$ cat config.mk
export PLATFORM = sky130hd
export DESIGN_NAME = ext_scale_pipe
export DESIGN_NICKNAME = d
export VERILOG_FILES = /design/src/rtl/ext_scale_pipe.sv
export SDC_FILE = /design/constraint.sdc
export NUM_CORES = 1
export LEC_CHECK = 0
export BUFFER_PORTS_ARGS = -buffer_cell sky130_fd_sc_hd__buf_2
export CORE_ASPECT_RATIO = 1.25
export CORE_UTILIZATION = 65
export DETAILED_ROUTE_END_ITERATION = 8
export PLACE_DENSITY = 0.91
export SLEW_MARGIN = 20
export SYNTH_ARGS = -nofsm -noshare
export SYNTH_HDL_FRONTEND = slang
export SYNTH_SLANG_ARGS = --single-unit
$ cat constraint.sdc
create_clock -name clk -period 6.95 [get_ports clk]
set_input_delay 0 -clock clk [delete_from_list [all_inputs] [get_ports clk]]
set_output_delay 0 -clock clk [all_outputs]
set_load 0.1 [all_outputs]
$ cat src/rtl/ext_scale_pipe.sv
// ext_scale_pipe
//   Elastic two-stage stream unit. It widens narrow samples to OUT_W bits, using
//   sign- or zero-extension chosen per beat. It then applies an unsigned
//   fixed-point gain (1.0 == 1<<FRAC) and truncates the result back to OUT_W
//   bits, flagging any overflow.
//
//   Optional build macro: EXT_SCALE_SATURATE_EN
//     defined   : overflowing results clamp to the OUT_W range (out_ovf still set)
//     undefined : overflowing results wrap (plain truncation), out_ovf is a flag
//
// Ports
//   clk        in   rising-edge clock
//   rst_n      in   asynchronous active-low reset
//   in_valid   in   input beat valid
//   in_ready   out  input accepted when in_valid && in_ready
//   in_data    in   [IN_W-1:0]   narrow sample
//   in_signed  in   1: in_data is signed, 0: unsigned
//   gain       in   [GAIN_W-1:0] unsigned gain, captured with the input beat
//   out_valid  out  output beat valid
//   out_ready  in   downstream accepts when out_valid && out_ready
//   out_data   out  [OUT_W-1:0]  scaled result
//   out_ovf    out  result did not fit in OUT_W
//   ovf_count  out  [15:0] saturating count of accepted beats with out_ovf=1
module ext_scale_pipe #(
  parameter int IN_W   = 4,
  parameter int OUT_W  = 9,
  parameter int GAIN_W = 9,
  parameter int FRAC   = 8
) (
  input  logic              clk,
  input  logic              rst_n,
  input  logic              in_valid,
  output logic              in_ready,
  input  logic [IN_W-1:0]   in_data,
  input  logic              in_signed,
  input  logic [GAIN_W-1:0] gain,
  output logic              out_valid,
  input  logic              out_ready,
  output logic [OUT_W-1:0]  out_data,
  output logic              out_ovf,
  output logic [15:0]       ovf_count
);

  localparam int PW = OUT_W + GAIN_W;

  if (OUT_W < IN_W) begin : g_width_check
    $error("ext_scale_pipe: OUT_W must be >= IN_W");
  end

  logic              rdy_q;
  logic              s1_valid_q, s1_valid_d;
  logic [OUT_W-1:0]  s1_ext_q;
  logic              s1_signed_q;
  logic [GAIN_W-1:0] s1_gain_q;
  logic              s2_valid_q, s2_valid_d;
  logic [OUT_W-1:0]  s2_data_q;
  logic              s2_ovf_q;
  logic [15:0]       ovf_cnt_q, ovf_cnt_d;

  logic              s2_ready, in_fire, s1_adv, out_fire;
  logic [OUT_W-1:0]  ext_d;
  logic [PW-1:0]     ext_x, gain_x, prod, sh_u, shifted;
  logic signed [PW-1:0] prod_s, sh_s;
  logic [GAIN_W-1:0] upper;
  logic [OUT_W-1:0]  res_d;
  logic              ovf_d;

  // Stage 2 can take new content when empty or when its beat leaves this cycle.
  assign s2_ready = !s2_valid_q || out_ready;
  // rdy_q keeps in_ready low until the first clock after reset release.
  assign in_ready = rdy_q && (!s1_valid_q || s2_ready);
  assign in_fire  = in_valid && in_ready;
  assign s1_adv   = s1_valid_q && s2_ready;
  assign out_fire = s2_valid_q && out_ready;

  always_comb begin
    ext_d = in_signed ? OUT_W'($signed(in_data)) : OUT_W'(in_data);
  end

  // Extending both operands to the full product width makes the low PW bits
  // of an unsigned multiply equal to the signed product when in_signed=1.
  always_comb begin
    ext_x   = s1_signed_q ? PW'($signed(s1_ext_q)) : PW'(s1_ext_q);
    gain_x  = PW'(s1_gain_q);
    prod    = ext_x * gain_x;
    prod_s  = prod;
    sh_s    = prod_s >>> FRAC;
    sh_u    = prod >> FRAC;
    shifted = s1_signed_q ? sh_s : sh_u;
    upper   = shifted[PW-1:OUT_W];
    res_d   = shifted[OUT_W-1:0];
    ovf_d   = s1_signed_q ? (upper != {GAIN_W{res_d[OUT_W-1]}}) : (upper != '0);
`ifdef EXT_SCALE_SATURATE_EN
    if (ovf_d) begin
      if (!s1_signed_q)        res_d = '1;
      else if (shifted[PW-1])  res_d = {1'b1, {(OUT_W-1){1'b0}}};
      else                     res_d = {1'b0, {(OUT_W-1){1'b1}}};
    end
`endif
  end

  always_comb begin
    s1_valid_d = in_fire || (s1_valid_q && !s2_ready);
    s2_valid_d = s2_ready ? s1_valid_q : s2_valid_q;
    ovf_cnt_d  = ovf_cnt_q;
    if (out_fire && s2_ovf_q && (ovf_cnt_q != 16'hFFFF)) ovf_cnt_d = ovf_cnt_q + 16'd1;
  end

  always_ff @(posedge clk or negedge rst_n) begin
    if (!rst_n) begin
      rdy_q       <= 1'b0;
      s1_valid_q  <= 1'b0;
      s1_ext_q    <= '0;
      s1_signed_q <= 1'b0;
      s1_gain_q   <= '0;
      s2_valid_q  <= 1'b0;
      s2_data_q   <= '0;
      s2_ovf_q    <= 1'b0;
      ovf_cnt_q   <= '0;
    end else begin
      rdy_q      <= 1'b1;
      s1_valid_q <= s1_valid_d;
      s2_valid_q <= s2_valid_d;
      ovf_cnt_q  <= ovf_cnt_d;
      if (in_fire) begin
        s1_ext_q    <= ext_d;
        s1_signed_q <= in_signed;
        s1_gain_q   <= gain;
      end
      if (s1_adv) begin
        s2_data_q <= res_d;
        s2_ovf_q  <= ovf_d;
      end
    end
  end

  assign out_valid = s2_valid_q;
  assign out_data  = s2_data_q;
  assign out_ovf   = s2_ovf_q;
  assign ovf_count = ovf_cnt_q;

endmodule
* Word level (Yosys, flattened, before mapping) *
Cells that the tools add are included.

storage, ports and cells
  bits of input ports = 18
  word-level logic and storage cells = 31
  output and inout bits = 28
  flip-flop bits (word level) = 48

operators by class
  multiplexer cells = 4
  add/subtract/negate cells = 1
  equality and inequality tests = 2
  multipliers = 1
  reductions and logical operators = 14

operators with widths
  kind                     count
  $mux W18                 2
  $mul A18 B9 Y18          1
  $add A16 B1 Y16 const B  1
  $ne A16 B16 Y1 const B   1
  $mux W9                  1
  $ne A9 B9 Y1             1
  $reduce_bool A9 Y1       1
  $logic_and A1 B1 Y1      7
  $logic_not A1 Y1         3
  $logic_or A1 B1 Y1       3
  $mux W1                  1

* Logic depth before layout (Yosys ltp) *
  word-level depth = 6
  gate-level depth with buffers = 19
  gate-level depth less buffers = 18

* Worst setup path before layout *
No wires, ideal clock.

  kind = register to register
  from = register s1_signed_q
  to = register s2_ovf_q (netlist: out_ovf)
  data required time = 6.868 ns
  arrival time = 4.684 ns
  period minus slack after synthesis = 4.766 ns
  setup slack = 2.184 ns
  cell stages (with the launch flop) = 18
  setup time = 0.082 ns
  path buffers = 1
  cells stage by stage = dfrtp_1 clkbuf_1 and3_1 fa_1 inv_1 fa_1 inv_1 fa_1 inv_1 fa_1 inv_1 ha_1 a21o_1 a21oi_1 o221ai_2 a21boi_1 or3_1 a31oi_1

between the ends
  longest elaborated chain between the ends = 5
  elaborated cells between the ends (all ways) = 6
  those cells by class = mul: 1; eq/ne: 1; mux: 3; reduce/logical: 1

RTL lines
  item                                                line  RTL
  start, declared                                     53    logic s1_signed_q;
  start signal, assigned                              127   s1_signed_q <= in_signed;
  $mux W18                                            83    ext_x = s1_signed_q ? PW'($signed(s1_ext_q)) : PW'(s1_ext_q);
  $mul A18 B9 Y18                                     85    prod = ext_x * gain_x;
  $mux W18                                            89    shifted = s1_signed_q ? sh_s : sh_u;
  $ne A9 B9 Y1 or $reduce_bool A9 Y1 (tied branches)  92    ovf_d = s1_signed_q ? (upper != {GAIN_W{res_d[OUT_W-1]}}) : (upper != '0);
  $mux W1 *                                           92
  end signal, assigned                                132   s2_ovf_q <= ovf_d;
  end, declared                                       57    logic s2_ovf_q;

Mark *: on every way between the ends. The rest lies on a longest branch, timed or not.
A chain may end at the register's enable or synchronous reset.

* Worst setup path in the final report *
Ends and elaborated chain as after synthesis.

==> metrics.cfg <==
[run_status]
status=finished, final reports clean

[synth]
ys.flop_type=dfrtp_1
avgSynthCellArea_um2=9.78
yosysTopAreaCellShare_pct=29.8
syn_nets=561
yosys_warnings=0
async_flop_share_pct=100
syn_area_um2=4440
yosys.area.top_type=fa_1
synth_enable_flop_cells=0
synth-seq-area-share_pct=24.8
synth_cell_types=39
synthTopCellsByArea=fa_1 30%, dfrtp_1 25%, inv_1 10%, ha_1 6.5%, nand2_1 4.6%
synth_cells=454
ys_ff_latch=44

[layout]
mostFrequentLayoutCell=inv_1
finish.net_count=623
final_cells=604
final_cell_mix=120 x inv_1, 66 x fa_1, 55 x nand2_1
num_antenna_cells=0
multiInputGateArea_um2=2860
drive_gt1_share_pct=14.1
area_delta_synth_final_pct=13.4
finalCoreUtilization_pct=76.7
fill_cells=382
seq_area_um2=1100

[worst_setup_path]
path_class=reg -> reg
path_max_fanout=14
crit_required_ps=7200
worstPathArrival_ps=5480
worst_setup_path_end_kind=register
crit_path_start_kind=register

[sta]
drv_slew=0
period_share_pct=75.3
worst_slack_ps=1720
fmax_ghz=0.191
max-slew-margin-rel_pct=44.4
setup_viol=0
finClkSkew_ps=8.62
finalHoldViolCount=0
period_needed_ps=5230
fin_setup_tns_ps=0
rsz0062_at_grt=no
worst_slew_pin_slew_ps=832

[clock_tree]
ctsRootBufferMaster=clkbuf_8
cts_max_path_buffers=2
clk_pin_slew_ps=100
cts_max_level=2
worstSkewPairLatency_ps=320
cts-buffers-inserted=5
cts_sinks=44
cts_tree=done
post_cts_buffers=0

[power]
p_clk_share_pct=9.1
p_leak_nw=2.61
power_density_nw_per_um2=463
intPower_w=0.00101
combPwrFrac_pct=74.4
seq_power_share_pct=16.6
switching_share_pct=56.6
ir_drop_mv=0.465
power.total_w=0.00233
power.switching_w=0.00132

[floorplan]
initial_core_util_pct=67.6
dieArea_um2=7170
fp.dieH_um=94.4
num_rows=33
core-area_um2=6570
die_width_um=75.9
ios=46

[drt]
via_per_inst=5.58
postRouteAntennaNets=0
wl_per_cell_um=17.7
drt-total-wl_um=10700
drt_pass1_iterations=4
vias=3369
dr.first_iter.drc_count=192
drc=0

[global_routing]
globalRoute.totalOverflow=0
grt_pass1_vias=3772
grt_pass1_wl_um=17800
antenna_found_initial=0
grt_usage_pct=32.9
grt_max_degree=45

[run]
max_cap_viol_count=0

[hold_path]
hold_class=in -> async

[placed_design]
place.gp.congestion=0.932
portBuffers=45
post-place-ws_ps=1870
hpwlAfterDp_um=7450
place_inst=579

[cell families after synthesis]
kind of cell    Yosys count  share of synthesized area (%)
compound gates           32                           5.07
xor+xnor                 33                           6.51
fa+ha+maj                89                           36.2
buf+inv                 127                           10.8
flops                    44                           24.8
mux                      15                           3.80
other cells               1                         0.0844
simple gates            113                           12.7
[what timing repair did]
item	CTS	global route
hold endpoints to repair	60	0
gates resized for setup	0	0
hold buffers	17	0
[Yosys cell counts (all sizes together), types with 2 or more instances]
cell	count
mux2	15
or3	2
a21o	2
o211ai	2
nor4	2
and3	8
xor2	13
nor2	6
ha	23
a21oi	5
nand2b	3
o21ai	14
nand4	4
a31oi	2
inv	120
xnor2	20
nand2	55
nand3	9
and2	19
fa	66
buf	2
dfrtp	44
clkbuf	5
[cell type report]
| type | count | area share [%] |
|---|---|---|
| clock buffers | 5 | 1.37 |
| clock inverters | 3 | 0.919 |
| inverters | 120 | 8.95 |
| multi-input cells | 283 | 56.8 |
| flip-flops and latches | 44 | 21.9 |
| well taps | 87 | 2.16 |
| repair buffers | 62 | 7.90 |
[worst paths after layout]
| kind | from | endpoint | slack, ps | depth (start not counted) |
|---|---|---|---|---|
| min in group clk | gain[8] | s1_gain_q[8] | 450 | 3 |
| hold / removal | rst_n | s1_gain_q[4] | 250 | 2 |
| setup reg to reg | s1_signed_q | out_ovf | 1720 | 16 |
| max in group asynchronous | rst_n | ovf_count[12] | 6330 | 2 |
| setup / recovery | s1_signed_q | out_ovf | 1720 | 16 |
| hold reg to reg | ovf_count[6] | ovf_count[6] | 490 | 1 |
[sequential cells by signal (all words and copies together), names as in the netlist]
register,count
out_data,9
out_ovf,1
out_valid,1
ovf_count,16
rdy_q,1
s1_ext_q,5
s1_gain_q,9
s1_signed_q,1
s1_valid_q,1
[critical path, stage by stage, from the launching register on]
cell and delay, ps:
dfrtp_1 570, and3_1 320, fa_1 710, inv_1 180, fa_1 560, inv_1 50
fa_1 490, inv_1 70, fa_1 530, inv_1 40, ha_1 370, a21o_1 190
a21oi_1 230, o221ai_2 180, a21boi_1 170, or3_1 340, a31oi_1 160
[routing by layer]
metal	part of all wire, %	GRT usage [%]
met1	34	35.5
met4	6.7	22.1
met2	54	61.1
met5	0	0
met3	4.6	4.15
[metrics by stage]
stage / hold slack [ps] / area (µm²)
CTS: 428 / 5030
global route: 311 / 5030
floorplan: -296 / 4440
global placement: 211 / 4750
finish: 246 / 5030
detailed placement: 215 / 4750
[power by group through the flow]
stage	Clock (W)	Combinational (W)	Sequential, W
5_1_grt	0.000218	0.00192	0.000393
6_report	0.000211	0.00173	0.000386
2_1_floorplan	0	0.00104	0.000649
3_3_place_gp	0	0.00155	0.000381
4_1_cts	0.000213	0.00170	0.000382
3_5_place_dp	0	0.00165	0.000387
Note: power is estimated with default switching activity, not from simulation.
